===== src/rtl/serial_adder_pkg.sv =====
// Shared types and constants for the bit-serial adder.
package serial_adder_pkg;

  typedef enum logic [1:0] {
    IDLE = 2'd0,
    RUN  = 2'd1,
    DONE = 2'd2
  } state_e;

  localparam int WIDTH_DEFAULT = 8;

endpackage


===== src/rtl/full_adder.sv =====
// One-bit full adder cell used as the serial adder datapath.
module full_adder (
  input  logic a,
  input  logic b,
  input  logic cin,
  output logic sum,
  output logic carry
);

  assign sum   = a ^ b ^ cin;
  assign carry = (a & b) | (a & cin) | (b & cin);

endmodule


===== src/rtl/serial_adder.sv =====
// Bit-serial WIDTH-bit adder: one sum bit per clock, LSB first, start/done handshake.
module serial_adder
  import serial_adder_pkg::*;
#(
  parameter int WIDTH = WIDTH_DEFAULT
) (
  input  logic             clk,
  input  logic             rst,
  input  logic             start,
  input  logic [WIDTH-1:0] a,
  input  logic [WIDTH-1:0] b,
  input  logic             cin,
  output logic             busy,
  output logic             done,
  output logic [WIDTH-1:0] sum,
  output logic             cout
);

  localparam int CW = $clog2(WIDTH);
  localparam logic [CW-1:0] LAST = CW'(WIDTH - 1);

  state_e           state_q;
  logic [WIDTH-1:0] sa_q;
  logic [WIDTH-1:0] sb_q;
  logic [WIDTH-1:0] sum_q;
  logic [CW-1:0]    cnt_q;
  logic             c_q;
  logic             cout_q;
  logic             busy_q;
  logic             done_q;
  logic             s_bit;
  logic             k_bit;

  full_adder u_fa (
    .a    (sa_q[0]),
    .b    (sb_q[0]),
    .cin  (c_q),
    .sum  (s_bit),
    .carry(k_bit)
  );

  always_ff @(posedge clk) begin
    if (rst) begin
      state_q <= IDLE;
      sa_q    <= '0;
      sb_q    <= '0;
      sum_q   <= '0;
      cnt_q   <= '0;
      c_q     <= 1'b0;
      cout_q  <= 1'b0;
      busy_q  <= 1'b0;
      done_q  <= 1'b0;
    end else begin
      case (state_q)
        IDLE, DONE: begin
          done_q <= 1'b0;
          if (start) begin
            sa_q    <= a;
            sb_q    <= b;
            c_q     <= cin;
            cnt_q   <= '0;
            sum_q   <= '0;
            busy_q  <= 1'b1;
            state_q <= RUN;
          end else begin
            state_q <= IDLE;
          end
        end
        RUN: begin
          // Sum bits enter at the top so the LSB ends up at bit 0 after WIDTH shifts.
          sum_q <= {s_bit, sum_q[WIDTH-1:1]};
          sa_q  <= {1'b0, sa_q[WIDTH-1:1]};
          sb_q  <= {1'b0, sb_q[WIDTH-1:1]};
          c_q   <= k_bit;
          if (cnt_q == LAST) begin
            cout_q  <= k_bit;
            busy_q  <= 1'b0;
            done_q  <= 1'b1;
            state_q <= DONE;
          end else begin
            cnt_q <= cnt_q + 1'b1;
          end
        end
        default: begin
          busy_q  <= 1'b0;
          done_q  <= 1'b0;
          state_q <= IDLE;
        end
      endcase
    end
  end

  assign busy = busy_q;
  assign done = done_q;
  assign sum  = sum_q;
  assign cout = cout_q;

endmodule

===== config.mk =====
export PLATFORM = sky130hd
export DESIGN_NAME = serial_adder
export DESIGN_NICKNAME = d
export VERILOG_FILES = /design/src/rtl/serial_adder_pkg.sv /design/src/rtl/full_adder.sv /design/src/rtl/serial_adder.sv
export SDC_FILE = /design/constraint.sdc
export NUM_CORES = 1
export LEC_CHECK = 0
export BUFFER_PORTS_ARGS = -buffer_cell sky130_fd_sc_hd__buf_2
export CELL_PAD_IN_SITES_DETAIL_PLACEMENT = 1
export CELL_PAD_IN_SITES_GLOBAL_PLACEMENT = 2
export CORE_MARGIN = 2
export CORE_UTILIZATION = 30
export DETAILED_ROUTE_END_ITERATION = 8
export PLACE_DENSITY_LB_ADDON = 0.1
export SYNTH_ARGS = -nofsm -noshare
export SYNTH_HDL_FRONTEND = slang
export SYNTH_HIERARCHICAL = 1
export SYNTH_SLANG_ARGS = --single-unit

===== constraint.sdc =====
create_clock -name clk -period 2.1 [get_ports clk]
set_clock_uncertainty 0.05 [all_clocks]
set_input_delay 0.42 -clock clk [delete_from_list [all_inputs] [get_ports clk]]
set_output_delay 0.42 -clock clk [all_outputs]
set_load 0.01 [all_outputs]

==> run summary, run 1 <==
Setup repair bufs after CTS -> 0
CTS Buf Count -> 5
Most used DFF post-synth -> dfxtp_1
Crit start category -> flip-flop
Number of flops mapped to enable cells by yosys -> 0
Ratio of cells with drive above 1 in the final layout -> 0.206
Die extent in y -> 71.6 um
Clock sink count -> 33
Worst setup margin -> 429 ps
Count of pins over their slew limit -> 0
Netlist cell types -> 20
DRT Pass-1 Iters -> 4
Total nets after synthesis -> 190
DR iter-0 viols -> 62
First-pass GRT wire length -> 5.88 mm
Status -> finished clean
Worst-path clk slew -> 60 ps
Cells after Synth -> 167
CP endpoint kind -> flip-flop
Syn_area_per_cell -> 8.20 sq um
Area contributors post-synth -> dfxtp_1, nand2_1, a311oi_1, a21oi_1, nand3_1
Max Root-Sink Buffers -> 2
Synth top area share -> 0.482
Hold path depth -> 3
CTS Hold Bufs -> 0
DR top layer -> met4
Overall power -> 1.32 mW
Commonest cells post-synth -> nand2_1, dfxtp_1, nor2_1
Min Tclk post-route -> 1670 ps
TritonCTS clock tree -> yes
Vias/cell -> 5.09
Clk Latency, worst-skew pair -> 280 ps
Post-cts repair resize count -> 0
CP Max Fanout -> 6
Post-DP HPWL -> 2.25 mm
Vias in the first global route -> 1304
Number of inserted diodes -> 0
Synth-to-layout area growth -> 19.0%
Max Clock Freq -> 0.598 GHz
WP data arrival -> 1760 ps
R2r worst-path depth -> 5
Core area -> 4380 sq um
Syn Std Cell Area -> 1370 sq um
Final wirelength -> 3.35 mm
Pre-CTS WS -> 438 ps
Initial core utilization -> 0.312
Worst rel slew slack -> 0.523
Final setup vio count -> 0
Final Util -> 0.372
Metal2 WL -> 1.63 mm
H-tree depth -> 2
DRT met1 WL -> 1.50 mm
Register area share after synthesis -> 0.482
Root buf cell -> clkbuf_8
P_leak -> 0.665 nW
Avg WL per Cell -> 13.6 um
ANT nets after route -> 0
Final #Nets -> 216
DR DRC count -> 0
Worst min-delay path class -> in2reg
Total track usage -> 0.147
Critical path class -> reg2reg
WP data required -> 2190 ps
Initial antenna violation count -> 0
Max rail drop VDD -> 0.267 mV
PwrDens -> 808 nW/um^2
Layout fillers -> 532
Max Cap Viol -> 0
Vias post-DR -> 1252
Yosys warns -> 6
RSZ-0062 raised after global routing -> no
Met3 Wirelength -> 169 um
Die width -> 71.6 um
Hold Vio Cnt, Final -> 0
Async S/R FF share, synth -> 0
IO Port Bufs -> 30
Remaining global-route overflow -> 0
Worst slew pin tran -> 714 ps
IO Pins -> 31
Period utilization -> 0.796
Routability Congestion -> 0.736
Most frequent cell after synthesis -> nand2_1
Die ar. -> 5120 sq um
Largest net degree at the start of global routing -> 41
Final setup TNS -> 0 ps
Yosys reg bits -> 33
Row count -> 24
Leading area contributor after synthesis -> dfxtp_1
[stage by stage]
stage / hold WS, ps / std cells / instance area, sq um
detailed placement: 410 / 238 / 1550
global placement: 401 / 238 / 1550
finish: 326 / 246 / 1630
floorplan: 398 / 167 / 1370
global route: 329 / 246 / 1630
CTS: 325 / 246 / 1630
[worst paths after layout]
path	start	to	slack (ps)
worst max-delay path	cnt_q[0]$_SDFFE_PP0P_	cnt_q[1]$_SDFFE_PP0P_	430
worst min-delay path	b[7]	sb_q[7]$_SDFFE_PP0P_	330
worst max register to register	cnt_q[0]$_SDFFE_PP0P_	cnt_q[1]$_SDFFE_PP0P_	430
worst min register to register	sum[2]$_SDFFE_PP0P_	sum[1]$_SDFFE_PP0P_	420
[layer usage]
metal  global-route usage  up-vias
li1                     -      627
met1                0.165      597
met2                0.256       21
met3               0.0492        7
met4               0.0566        0
met5                    0        -
[sequential cells by signal (all words and copies together), names as in the netlist]
| signal | count |
|---|---|
| sb_q | 8 |
| sa_q | 8 |
| c_q | 1 |
| done | 1 |
| cnt_q | 3 |
| cout | 1 |
| sum | 8 |
| state_q | 2 |
| busy | 1 |
[where the power goes]
| part | leakage (nW) | switching [mW] | internal, mW |
|---|---|---|---|
| combinational | 0.355 | 0.101 | 0.0705 |
| clock | 0.0395 | 0.222 | 0.235 |
| sequential | 0.270 | 0.0232 | 0.664 |
| total | 0.665 | 0.346 | 0.970 |
[worst max-delay path: stages, from the launching register on]
cell     delay (ps)
dfxtp_1         330
ha_1            190
ha_1            240
or3b_2          540
nand3_1         110
a21oi_1          70
[placed cells by master (no fill, tap or decap), drive strengths merged]
cell / netlist / layout
nor3b: 1 / 1
a311oi: 15 / 15
buf: 11 / 34
a21oi: 16 / 16
or3b: 1 / 1
inv: 1 / 1
nand3: 14 / 14
nand2: 42 / 42
ha: 2 / 2
fa: 1 / 1
nand2b: 3 / 3
nor3: 2 / 2
nor2: 17 / 17
clkbuf: 4 / 8
nor2b: 2 / 2
o21ai: 2 / 2
dfxtp: 33 / 33
[area by class of cell]
cell class	instances	area, sq um	area share
sequential	33	661	0.405
multi-input combinational	118	616	0.378
timing repair buffer	34	205	0.126
clock buffer	8	80.1	0.0491
tap	52	65.1	0.0399
inverter	1	3.75	0.00230
[logic make-up after synthesis]
kind of cell,Yosys count,synth area share
AOI/OAI and AO/OA,33,0.162
DFF,33,0.482
adders and majority gates,3,0.0329
and+or+nand+nor,82,0.255
buffers and inverters,16,0.0685
No activity file was read; power rests on OpenSTA's default activity.
==> run 2, diff against run 1 <==
- clock period: 2.1 -> 1.55 ns (I/O delays scaled with it)
==> run 2 against run 1 <==
Against the previous run:
- via count up 1.9%
- routed wire length up 8.3%
- maximum frequency rose by 12%
- clock-buffer cell count is 1 lower
- sequential share of layout area down 1.6 points
- critical path depth rose by 1
==> run summary, run 2 (same netlist as run 1, synthesis figures left out) <==
Status -> finished clean
Remaining global-route overflow -> 0 (unchanged)
Total track usage -> 0.154 (+0.00758)
Multi-input logic area -> 636 sq um (+3.3%)
Initial antenna violation count -> 0 (unchanged)
IO Pins -> 31 (unchanged)
Root buf cell -> clkbuf_8
HP Start -> b[7]
Die width -> 71.6 um (unchanged)
CP bufs+invs -> 1 (+1)
Setup crit start -> cnt_q[0]$_SDFFE_PP0P_
Grt met1 use -> 0.171 (+0.00602)
Min Tclk post-route -> 1490 ps (-186 ps)
GR peak layer -> met2
ANT nets after route -> 0 (unchanged)
TritonCTS clock tree -> yes
Largest net degree at the start of global routing -> 28 (-32%)
Pre-CTS WS -> -61.7 ps (-499 ps)
Setup repair bufs after CTS -> 0 (unchanged)
WP data required -> 1720 ps (-470 ps)
Count of pins over their slew limit -> 0 (unchanged)
Placed inst area -> 1590 sq um (+2.7%)
Vias in the first global route -> 1345 (+3.1%)
Worst rel slew slack -> 0.806 (+0.283)
Reg2reg start -> cnt_q[0]$_SDFFE_PP0P_
Post-DP HPWL -> 2.52 mm (+12%)
Max Clock Freq -> 0.673 GHz (+12%)
Vias/cell -> 5.12 (+0.69%)
Worst slew pin tran -> 291 ps (-423 ps)
PwrDens -> 1080 nW/um^2 (+34%)
Avg WL per Cell -> 14.6 um (+7.0%)
First-pass GRT wire length -> 6.10 mm (+3.8%)
CP Cell Sequence -> ha_1 > ha_1 > buf_4 > nor3b_4 > nand2_1 > a21oi_2
WP data arrival -> 1650 ps (-110 ps)
Crit start category -> flip-flop
H-tree depth -> 2 (unchanged)
Slowest CP cell -> dfxtp_2
Most common cell after layout, fill and taps aside -> nand2_1
Clock sink count -> 33 (unchanged)
Final setup vio count -> 0 (unchanged)
Final wirelength -> 3.63 mm (+8.3%)
P_leak -> 0.699 nW (+5.2%)
Core area -> 4380 sq um (unchanged)
CP endpoint kind -> flip-flop
RSZ-0062 raised after global routing -> no
Layout fillers -> 538 (+1.1%)
Worst setup margin -> 64.2 ps (-364 ps)
DR iter-0 viols -> 32 (-48%)
Ratio of cells with drive above 1 in the final layout -> 0.249 (+0.0425)
Critical path class -> reg2reg
Sequential Area -> 662 sq um (+0.19%)
Die extent in y -> 71.6 um (unchanged)
Routability Congestion -> 0.673 (-8.6%)
Initial core utilization -> 0.312 (unchanged)
DR DRC count -> 0 (unchanged)
Slowest stage delay, CP -> 330 ps (-210 ps)
Max rail drop VDD -> 0.550 mV (+110%)
CP delay by family, top -> adder cells
CTS Buf Count -> 5 (unchanged)
Synth-to-layout area growth -> 24.1%
Hold Vio Cnt, Final -> 0 (unchanged)
DRT Pass-1 Iters -> 4 (unchanged)
Number of inserted diodes -> 0 (unchanged)
Row count -> 24 (unchanged)
CP Max Fanout -> 5 (-1)
Most Frequent Cell on Critical Path -> ha_1
Final #Nets -> 220 (+1.9%)
Period utilization -> 0.959 (+0.163)
Vias post-DR -> 1276 (+1.9%)
Most frequent cells in the layout -> nand2_1, dfxtp_1, buf_2, nor2_1
Max Cap Viol -> 0 (unchanged)
IO Port Bufs -> 30 (unchanged)
Max Root-Sink Buffers -> 2 (unchanged)
Die ar. -> 5120 sq um (unchanged)
Worst-path clk slew -> 60 ps (about the same)
Clk Latency, worst-skew pair -> 290 ps (about the same)
Met2 Use GR -> 0.274 (+0.0175)
Final Util -> 0.388 (+0.0160)
Final Cell Area -> 1700 sq um (+4.3%)
Overall power -> 1.84 mW (+40%)
Met3 Usage GRT -> 0.0492 (unchanged)
Worst min-delay path class -> in2reg
run 2: layout make-up:
cell class	instances	share of cell area
clock buffers	7	0.0508
repair buffers	38	0.146
multi-input cells	118	0.374
flip-flops and latches	33	0.389
well taps	52	0.0383
inverters	1	0.00221
run 2: layer usage:
metal	part of all wire	vias up
li1	-	630
met1	0.43	621
met2	0.52	20
met3	0.040	5
met4	0.015	0
met5	0	-
run 2: final timing paths:
kind | end | slack [ps] | depth (start not counted)
worst max-delay path | cnt_q[2]$_SDFFE_PP0P_ | 60 | 6
worst min register to register | sum[2]$_SDFFE_PP0P_ | 420 | 2
worst min-delay path | sb_q[7]$_SDFFE_PP0P_ | 210 | 3
worst max register to register | cnt_q[2]$_SDFFE_PP0P_ | 60 | 6
run 2: repair_timing:
action | in CTS | in global routing
setup endpoints to repair | 4 | 6
pin swaps | 0 | 2
gates resized for setup | 2 | 4
endpoints found under the hold margin | 0 | 0
hold buffers | 0 | 0
run 2: worst reg2reg max path: stages (launching register included):
cell	delay (ps)
dfxtp_2	330
ha_1	210
ha_1	200
buf_4	160
nor3b_4	220
nand2_1	110
a21oi_2	140
run 2: power breakdown:
group          switching, mW  total [mW]  internal (mW)
clock network          0.304       0.656          0.352
logic                  0.142       0.253          0.111
registers             0.0323       0.933          0.901
run 2: per-stage QoR:
stage	hold slack, ps	instances	setup TNS, ps
global route	221	249	0
floorplan	396	167	0
finish	210	249	0
detailed placement	415	242	-161
global placement	402	242	0
CTS	206	249	0
==> run 3, diff against run 2 <==
- CTS_CLUSTER_DIAMETER: default -> 30
- PLACE_DENSITY: default -> 0.74
- PLACE_DENSITY_LB_ADDON: 0.1 -> default
- TNS_END_PERCENT: default -> 10
==> run 3 against run 2 <==
Against the previous run:
- clock power is 2% lower
- critical endpoint is now cnt_q[0]$_SDFFE_PP0P_
- combinational power hardly changed
- critical path depth stayed put
- design area is 0.96% lower
- sequential power hardly changed
- critical path type unchanged
- via count is 0.78% lower
- highest routed layer unchanged
- global-route usage is 0.25 points lower
- hold slack better by 8.7 ps
- clock-buffer cell count stayed put
- first-iteration DRC count is 78% higher
==> run summary, run 3 (same netlist as run 1, synthesis figures left out) <==
Status -> finished clean
Max rail drop VDD -> 0.474 mV (-14%)
Multi-input logic area -> 638 sq um (+0.39%)
Sequential Area -> 661 sq um (-0.19%)
WP data arrival -> 1650 ps (about the same)
Die extent in y -> 71.6 um (unchanged)
Layout Cells excl Fill -> 250 (+0.40%)
Vias in the first global route -> 1282 (-4.7%)
WHS -> 219 ps (+8.75 ps)
Post-DP HPWL -> 2.61 mm (+3.4%)
Avg WL per Cell -> 14.8 um (+1.8%)
Die ar. -> 5120 sq um (unchanged)
RR Endpoint -> cnt_q[0]$_SDFFE_PP0P_
Clock sink count -> 33 (unchanged)
Synth-to-layout area growth -> 22.9%
Die width -> 71.6 um (unchanged)
HP Start -> b[7]
Total track usage -> 0.152 (-0.00254)
Final setup vio count -> 0 (unchanged)
Routability Congestion -> 0.738 (+9.7%)
Vias post-DR -> 1266 (-0.78%)
Row count -> 24 (unchanged)
Most frequent cells in the layout -> nand2_1, dfxtp_1, buf_2, nor2_1
Most common cell after layout, fill and taps aside -> nand2_1
Remaining global-route overflow -> 0 (unchanged)
Initial core utilization -> 0.312 (unchanged)
Critical path class -> reg2reg
Max Clock Freq -> 0.670 GHz (-0.46%)
Final setup TNS -> 0 ps (unchanged)
IO Pins -> 31 (unchanged)
Worst min-delay path class -> in2reg
Max Cap Viol -> 0 (unchanged)
DRT Pass-1 Iters -> 4 (unchanged)
RSZ-0062 raised after global routing -> no
CTS Buf Count -> 5 (unchanged)
Count of pins over their slew limit -> 0 (unchanged)
Hold path depth -> 3 (unchanged)
Layout fillers -> 541 (+0.56%)
Initial antenna violation count -> 0 (unchanged)
Core area -> 4380 sq um (unchanged)
R2r worst-path depth -> 6 (unchanged)
CP endpoint kind -> flip-flop
Number of inserted diodes -> 0 (unchanged)
Final wirelength -> 3.71 mm (+2.2%)
IO Port Bufs -> 30 (unchanged)
Largest net degree at the start of global routing -> 35 (+25%)
H-tree depth -> 2 (unchanged)
Worst-path clk slew -> 60 ps (about the same)
WP data required -> 1710 ps (about the same)
TritonCTS clock tree -> yes
Reg2reg start -> cnt_q[0]$_SDFFE_PP0P_
Reg2Reg Setup Slack -> 60 ps (about the same)
Root buf cell -> clkbuf_8
Crit start category -> flip-flop
Max Root-Sink Buffers -> 2 (unchanged)
Min Tclk post-route -> 1490 ps (+6.90 ps)
Period utilization -> 0.963 (+0.00445)
Worst slew pin tran -> 337 ps (+46.0 ps)
Final #Nets -> 221 (+0.45%)
ANT nets after route -> 0 (unchanged)
CTS Hold Bufs -> 0 (unchanged)
Ratio of cells with drive above 1 in the final layout -> 0.253 (+0.00379)
Hold Path Sink -> sb_q[7]$_SDFFE_PP0P_
Hold Vio Cnt, Final -> 0 (unchanged)
First-pass GRT wire length -> 6.01 mm (-1.5%)
Final Util -> 0.384 (-0.00371)
P_leak -> 0.688 nW (-1.7%)
DR iter-0 viols -> 57 (+78%)
Vias/cell -> 5.06 (-1.2%)
Placed insts -> 243 (+0.41%)
PwrDens -> 1080 nW/um^2 (about the same)
Clk Latency, worst-skew pair -> 280 ps (about the same)
Worst rel slew slack -> 0.775 (-0.0307)
CP Max Fanout -> 5 (unchanged)
DR DRC count -> 0 (unchanged)
==> run 3: cell types whose count changed in the layout (fill, tap and decap cells not counted), sizes merged <==
cell	delta
buf	+1
==> run 3: through the flow <==
| stage | instance area [sq um] | power, mW | worst slack (ps) |
|---|---|---|---|
| after detailed placement | 1580 | 1.20 | -168 |
| after global routing | 1680 | 1.93 | 17.7 |
| after CTS | 1680 | 1.85 | 10.9 |
| after global placement | 1580 | 1.18 | 41.4 |
| after floorplan | 1370 | 1.11 | 8.93 |
| final | 1680 | 1.82 | 57.3 |
==> run 3: where the power goes <==
part / total [mW] / switching (mW) / internal (mW)
sequential: 0.932 / 0.0313 / 0.900
combinational: 0.250 / 0.145 / 0.104
clock: 0.643 / 0.291 / 0.352
total: 1.82 / 0.468 / 1.36
==> run 3: layout make-up <==
type	instances	area share
well taps	52	0.0386
clock buffers	7	0.0513
repair buffers	39	0.137
multi-input cells	118	0.379
inverters	1	0.00223
flip-flops and latches	33	0.392
==> run 3: worst max path at each step <==
stage                                startpoint               endpoint  slack, ps
after CTS                 cnt_q[0]$_SDFFE_PP0P_  cnt_q[0]$_SDFFE_PP0P_         10
after floorplan           cnt_q[0]$_SDFFE_PP0P_  cnt_q[1]$_SDFFE_PP0P_          9
after detailed placement  cnt_q[0]$_SDFFE_PP0P_  cnt_q[0]$_SDFFE_PP0P_       -170
after global routing      cnt_q[0]$_SDFFE_PP0P_  cnt_q[0]$_SDFFE_PP0P_         20
final                     cnt_q[0]$_SDFFE_PP0P_  cnt_q[0]$_SDFFE_PP0P_         60
after global placement    cnt_q[0]$_SDFFE_PP0P_  cnt_q[1]$_SDFFE_PP0P_         40
==> run 3: routing by layer <==
metal  global-route usage  routed length, um
met4               0.0566                 31
met2                0.259               1840
met5                    0                  0
met1                0.177               1640
met3               0.0506                196
==> run 3: repair_timing <==
item	4_1_cts	5_1_grt
gates resized for setup	3	3
endpoints found under the setup margin	3	1
buffers inserted	0	0
pin swaps	1	1
==> run 3: critical path, cell delays in order, from the launching register on <==
cell and delay (ps):
dfxtp_1 330, ha_2 190, ha_2 180, buf_4 160, nor3b_4 240, nand2b_1 130
a21oi_2 160
